===== config.mk =====
export PLATFORM = sky130hd
export DESIGN_NAME = uart_tx_port
export DESIGN_NICKNAME = d
export VERILOG_FILES = /design/src/rtl/uart_tx_port_pkg.sv /design/src/rtl/uart_tx_fifo.sv /design/src/rtl/uart_tx_port.sv
export SDC_FILE = /design/constraint.sdc
export NUM_CORES = 1
export LEC_CHECK = 0
export ABC_AREA = 1
export ABC_CLOCK_PERIOD_IN_PS = 6300
export BUFFER_PORTS_ARGS = -buffer_cell sky130_fd_sc_hd__buf_4
export CAP_MARGIN = 20
export CORE_MARGIN = 2
export CORE_UTILIZATION = 30
export DETAILED_ROUTE_END_ITERATION = 16
export HOLD_SLACK_MARGIN = 0.03
export MAX_ROUTING_LAYER = met4
export SYNTH_ARGS = -nofsm -noshare
export SYNTH_HDL_FRONTEND = slang
export SYNTH_SLANG_ARGS = --single-unit

===== constraint.sdc =====
create_clock -name clk_in -period 6.3 [get_ports clk_in]
set_input_delay 1.89 -clock clk_in [delete_from_list [all_inputs] [get_ports clk_in]]
set_output_delay 1.89 -clock clk_in [all_outputs]
set_load 0.01 [all_outputs]

===== src/rtl/uart_tx_port_pkg.sv =====
// Shared peripheral constants for the UART transmit port: bus addresses,
// default bit timing and the transmitter state encoding.
package uart_tx_port_pkg;

  localparam int unsigned UART_BAUD_DIV_DEFAULT  = 2604;
  localparam logic [31:0] UART_DATA_ADDR_DEFAULT = 32'h7f30;
  localparam logic [31:0] UART_STAT_ADDR_DEFAULT = 32'h7f34;

  localparam int unsigned UART_FIFO_DEPTH = 4;
  localparam int unsigned UART_DATA_BITS  = 8;

  typedef enum logic [1:0] {
    ST_IDLE  = 2'd0,
    ST_START = 2'd1,
    ST_DATA  = 2'd2,
    ST_STOP  = 2'd3
  } tx_state_e;

  // Status word: bit1 = nothing queued and line idle, bit0 = room for a write.
  function automatic logic [31:0] status_word(input logic drained, input logic has_room);
    return {30'b0, drained, has_room};
  endfunction

endpackage


===== src/rtl/uart_tx_fifo.sv =====
// 4x8 transmit FIFO with a combinational head so the transmitter can pop
// straight into its shift register on the same edge.
module uart_tx_fifo
  import uart_tx_port_pkg::*;
(
  input  logic       clk_in,
  input  logic       sys_rstn,
  input  logic       push,
  input  logic [7:0] push_data,
  input  logic       pop,
  output logic       full,
  output logic       empty,
  output logic [7:0] head
);

  logic [7:0] mem_reg [0:UART_FIFO_DEPTH-1];
  logic [1:0] wr_ptr_reg;
  logic [1:0] rd_ptr_reg;
  logic [2:0] count_reg;
  logic       push_ok;
  logic       pop_ok;

  assign full    = (count_reg == 3'd4);
  assign empty   = (count_reg == 3'd0);
  assign head    = mem_reg[rd_ptr_reg];
  // Fullness/emptiness are the pre-edge values, so a push into a full FIFO is
  // dropped even if a pop happens on the same edge.
  assign push_ok = push & ~full;
  assign pop_ok  = pop & ~empty;

  always_ff @(posedge clk_in or negedge sys_rstn) begin
    if (!sys_rstn) begin
      wr_ptr_reg <= 2'd0;
      rd_ptr_reg <= 2'd0;
      count_reg  <= 3'd0;
    end else begin
      if (push_ok) wr_ptr_reg <= wr_ptr_reg + 2'd1;
      if (pop_ok)  rd_ptr_reg <= rd_ptr_reg + 2'd1;
      case ({push_ok, pop_ok})
        2'b10:   count_reg <= count_reg + 3'd1;
        2'b01:   count_reg <= count_reg - 3'd1;
        default: count_reg <= count_reg;
      endcase
    end
  end

  always_ff @(posedge clk_in) begin
    if (push_ok) mem_reg[wr_ptr_reg] <= push_data;
  end

endmodule


===== src/rtl/uart_tx_port.sv =====
// Memory-mapped 8N1 UART transmitter: bus decode, 4-deep byte queue, and a
// registered serial line driven by a start/data/stop state machine.
module uart_tx_port
  import uart_tx_port_pkg::*;
#(
  parameter int unsigned BAUD_DIV  = UART_BAUD_DIV_DEFAULT,
  parameter logic [31:0] DATA_ADDR = UART_DATA_ADDR_DEFAULT,
  parameter logic [31:0] STAT_ADDR = UART_STAT_ADDR_DEFAULT
) (
  input  logic        clk_in,
  input  logic        sys_rstn,
  input  logic [31:0] m_data_addr,
  input  logic [31:0] m_data_wdata,
  input  logic [3:0]  m_data_byteen,
  output logic [31:0] m_data_rdata,
  output logic        uart_txd,
  output logic        tx_busy
);

  localparam int unsigned CNT_W = (BAUD_DIV > 1) ? $clog2(BAUD_DIV) : 1;
  localparam logic [CNT_W-1:0] CNT_LAST = CNT_W'(BAUD_DIV - 1);
  localparam logic [CNT_W-1:0] CNT_ONE  = CNT_W'(1);

  tx_state_e        state_reg;
  logic [CNT_W-1:0] baud_cnt_reg;
  logic [2:0]       bit_cnt_reg;
  logic [7:0]       shift_reg;
  logic [7:0]       last_byte_reg;
  logic             txd_reg;
  logic             busy_reg;

  logic       push_req;
  logic       fifo_pop;
  logic       fifo_full;
  logic       fifo_empty;
  logic [7:0] fifo_head;
  logic       baud_wrap;
  logic       unused_bus_bits;

  assign unused_bus_bits = ^{m_data_wdata[31:8], m_data_byteen[3:1]};

  assign push_req  = (m_data_addr == DATA_ADDR) & m_data_byteen[0];
  assign baud_wrap = (baud_cnt_reg == CNT_LAST);
  assign fifo_pop  = ~fifo_empty &
                     ((state_reg == ST_IDLE) | ((state_reg == ST_STOP) & baud_wrap));

  uart_tx_fifo u_fifo (
    .clk_in    (clk_in),
    .sys_rstn  (sys_rstn),
    .push      (push_req),
    .push_data (m_data_wdata[7:0]),
    .pop       (fifo_pop),
    .full      (fifo_full),
    .empty     (fifo_empty),
    .head      (fifo_head)
  );

  always_ff @(posedge clk_in or negedge sys_rstn) begin
    if (!sys_rstn) begin
      last_byte_reg <= 8'd0;
    end else if (push_req && !fifo_full) begin
      last_byte_reg <= m_data_wdata[7:0];
    end
  end

  // A queued byte never waits in IDLE for more than one edge, so busy tracks
  // the frame itself and drops only when the machine returns to IDLE.
  always_ff @(posedge clk_in or negedge sys_rstn) begin
    if (!sys_rstn) begin
      state_reg    <= ST_IDLE;
      baud_cnt_reg <= '0;
      bit_cnt_reg  <= 3'd0;
      shift_reg    <= 8'd0;
      txd_reg      <= 1'b1;
      busy_reg     <= 1'b0;
    end else begin
      baud_cnt_reg <= baud_wrap ? '0 : baud_cnt_reg + CNT_ONE;
      case (state_reg)
        ST_IDLE: begin
          baud_cnt_reg <= '0;
          if (!fifo_empty) begin
            state_reg <= ST_START;
            shift_reg <= fifo_head;
            txd_reg   <= 1'b0;
            busy_reg  <= 1'b1;
          end
        end
        ST_START: begin
          if (baud_wrap) begin
            state_reg   <= ST_DATA;
            bit_cnt_reg <= 3'd0;
            txd_reg     <= shift_reg[0];
            shift_reg   <= shift_reg >> 1;
          end
        end
        ST_DATA: begin
          if (baud_wrap) begin
            if (bit_cnt_reg == 3'd7) begin
              state_reg <= ST_STOP;
              txd_reg   <= 1'b1;
            end else begin
              bit_cnt_reg <= bit_cnt_reg + 3'd1;
              txd_reg     <= shift_reg[0];
              shift_reg   <= shift_reg >> 1;
            end
          end
        end
        ST_STOP: begin
          if (baud_wrap) begin
            if (!fifo_empty) begin
              state_reg <= ST_START;
              shift_reg <= fifo_head;
              txd_reg   <= 1'b0;
            end else begin
              state_reg <= ST_IDLE;
              txd_reg   <= 1'b1;
              busy_reg  <= 1'b0;
            end
          end
        end
        default: begin
          state_reg <= ST_IDLE;
          txd_reg   <= 1'b1;
          busy_reg  <= 1'b0;
        end
      endcase
    end
  end

  always_comb begin
    m_data_rdata = 32'd0;
    if (m_data_addr == STAT_ADDR) begin
      m_data_rdata = status_word(fifo_empty & (state_reg == ST_IDLE), ~fifo_full);
    end else if (m_data_addr == DATA_ADDR) begin
      m_data_rdata = {24'd0, last_byte_reg};
    end
  end

  assign uart_txd = txd_reg;
  assign tx_busy  = busy_reg;

endmodule


==> flow_summary.json <==
{
  "finalWorstSetupSlack_ns": 1.28,
  "io_buffers": 52,
  "final_nets": 570,
  "track_usage": 0.116,
  "vdd_drop_max_uv": 156,
  "grt_max_degree": 43,
  "clkTransAtPathRegs_ns": 0.06,
  "rsz0062_at_grt": "no",
  "firstDrtPassIters": 4,
  "cts_setup_buffers": 0,
  "postCtsHoldBufs": 0,
  "cp.required_ns": 4.41,
  "synth_area_sq_um": 3860,
  "criticalPathCategory": "input pin to output port",
  "drt_iter0_drc": 168,
  "numCtsBuffers": 9,
  "die_area_sq_um": 13800,
  "end_kind": "output port",
  "intPower_mw": 0.880,
  "synth_edf_count": 32,
  "clock_sinks": 74,
  "drive_above_1_share": 0.196,
  "htreeDepth": 3,
  "via_per_inst": 4.28,
  "grt_pass1_vias": 2746,
  "crit_arrival_ns": 3.13,
  "utilization": 0.370,
  "ys_dominant_reg_cell": "dfrtp_1",
  "status": "completed",
  "synthTopCellsByCount": "nand2_1 (122), nor2_1 (44), dfrtp_1 (41)",
  "synthAdderAreaFrac": 0.0473,
  "synth_top_family_by_area": "simple AND/OR/NAND/NOR gates",
  "synth-seq-cells": 74,
  "synth_warnings": 0,
  "die_h_um": 118,
  "yosys.area_share.xor_xnor": 0.0136,
  "die_w_um": 118,
  "synthTopCellsByArea": "dfrtp_1 (27%), edfxtp_1 (25%), nand2_1 (12%)",
  "stdcell_area_sq_um": 4670,
  "synth_compound_area_frac": 0.0557,
  "yosys.cell_count.top_type": "nand2_1",
  "p_leak_nw": 2.08,
  "vias": 2840,
  "ys_types": 36,
  "clk_path_buf_depth": 2,
  "syn_inst": 432,
  "drv_slew": 0,
  "yosys.area.top_type": "dfrtp_1",
  "dp_cells": 647,
  "critPathMaxFanout": 14,
  "ant_nets": 0,
  "yosys.area_share.simple": 0.257,
  "async_flop_share": 0.568,
  "clk_latency_ns": 0.33,
  "totalPowerFinal_mw": 1.09,
  "area_delta_synth_final_pct": 20.7,
  "ios": 104,
  "switchingPower_mw": 0.214,
  "drv_cap": 0,
  "syn-mean-instance-area_sq_um": 8.95,
  "slew_headroom": 0.463,
  "root_buffer": "clkbuf_16",
  "cts_resized": 0,
  "setup_viol": 0,
  "power_density_nw_per_um2": 234,
  "min_path_type": "register to register",
  "initial_core_util": 0.306,
  "period_needed_ns": 5.02,
  "layout.cells.non_filler": 663,
  "hold_slack_ns": 0.477,
  "post_dp_cell_area_sq_um": 4340,
  "p_seq_frac": 0.461,
  "skew_ns": 0.00537,
  "swShare": 0.195,
  "cp_top_family": "simple AND/OR/NAND/NOR gates",
  "cp_num_buf_inv": 2,
  "yosys.area.top_type_share": 0.265,
  "dp_slack_ns": 1.28,
  "synth_mux_area_frac": 0.00291,
  "fill_cells": 1291,
  "path_cells": "buf_4 -> nor2_1 -> nand2_1 -> nor2_1 -> nand2_1 -> nor2_4 -> nand2_1 -> nor2_1 -> buf_4",
  "core-area_sq_um": 12600,
  "wl_per_cell_um": 11.0,
  "comb_power_share": 0.037,
  "setup.worst_path.start_class": "input pin",
  "tns_ns": 0,
  "grt_first_pass_wirelength_um": 12600,
  "cpPeakStageDelay_ns": 0.29,
  "min_period_over_period": 0.797,
  "drc": 0,
  "antenna_found_initial": 0,
  "pwr-share-clk": 0.503,
  "cpMaxStageDelayCell": "nor2_4",
  "worst_pin_slew_ns": 0.803,
  "dp_hpwl_um": 5240,
  "routabilityCongestion": 0.819,
  "num_rows": 41,
  "antenna_cells": 0,
  "drt_wl_total_um": 7280,
  "fmax_mhz": 199,
  "largest_register_ffs": 32,
  "hold_violations": 0,
  "cts_tree": "yes",
  "grt-ovfl-total": 0,
  "seq_area_frac_synth": 0.521
}
-- layout by cell type (no fill, tap or decap), types with 6 or more instances in the layout --
cell	instances
a21oi_1	8
buf_4	54
clkbuf_16	9
conb_1	24
dfrtp_1	41
edfxtp_1	32
ha_1	13
inv_1	37
nand2_1	122
nand3_1	26
nand4_1	16
nor2_1	44
o21ai_0	9
o21ai_1	6
o21ai_2	8
-- cell families (layout without fill, tap and decap cells) --
group / count (synthesis) / after routing
simple gates: 225 / 225
buf+inv: 76 / 112
flops: 74 / 74
compound gates: 35 / 35
fa+ha+maj: 14 / 14
xor+xnor: 6 / 6
other cells: 1 / 24
mux: 1 / 1
-- final timing paths --
check / start / cells after the start / end / slack, ns
setup reg to reg: baud_cnt_reg[0] / 10 / u_fifo.count_reg[1] / 3.78
max in group asynchronous: sys_rstn / 1 / uart_txd / 4.36
hold / removal: baud_cnt_reg[0] / 1 / baud_cnt_reg[0] / 0.48
setup / recovery: m_data_addr[31] / 9 / m_data_rdata[6] / 1.28
min in group asynchronous: sys_rstn / 1 / baud_cnt_reg[3] / 1.56
hold reg to reg: baud_cnt_reg[0] / 1 / baud_cnt_reg[0] / 0.48
-- worst reg2reg max path, delay by kind of cell (launching register included) --
| kind | cells | cell delay [ns] |
|---|---|---|
| DFF | 1 | 0.37 |
| and+or+nand+nor | 5 | 0.83 |
| buffers and inverters | 1 | 0.12 |
| adders and majority gates | 3 | 0.83 |
| muxes | 1 | 0.26 |
-- power groups by stage --
stage | combinational [mW] | clock (mW) | sequential [mW]
3_3_place_gp | 0.0398 | 0 | 0.513
6_report | 0.0401 | 0.550 | 0.504
3_5_place_dp | 0.0408 | 0 | 0.513
5_1_grt | 0.0451 | 0.586 | 0.504
4_1_cts | 0.0408 | 0.564 | 0.504
2_1_floorplan | 0.0214 | 0 | 0.513
-- cell type report --
cell class,instances,area [sq um],share of cell area
Sequential cell,74,2010,0.431
Multi-Input combinational cell,305,1550,0.331
Timing Repair Buffer,54,405,0.0869
Clock buffer,10,239,0.0512
Tap cell,172,215,0.0461
Inverter,42,158,0.0338
Clock inverter,6,90.1,0.0193
-- per-layer routing --
layer | vias to the layer above | part of all wire | track usage
met5 | - | 0 | -
met4 | 0 | 0.0096 | 0.0354
met3 | 9 | 0.058 | 0.0349
met1 | 1282 | 0.45 | 0.134
met2 | 87 | 0.48 | 0.194
li1 | 1462 | - | -
(Power assumes the default switching activity.)
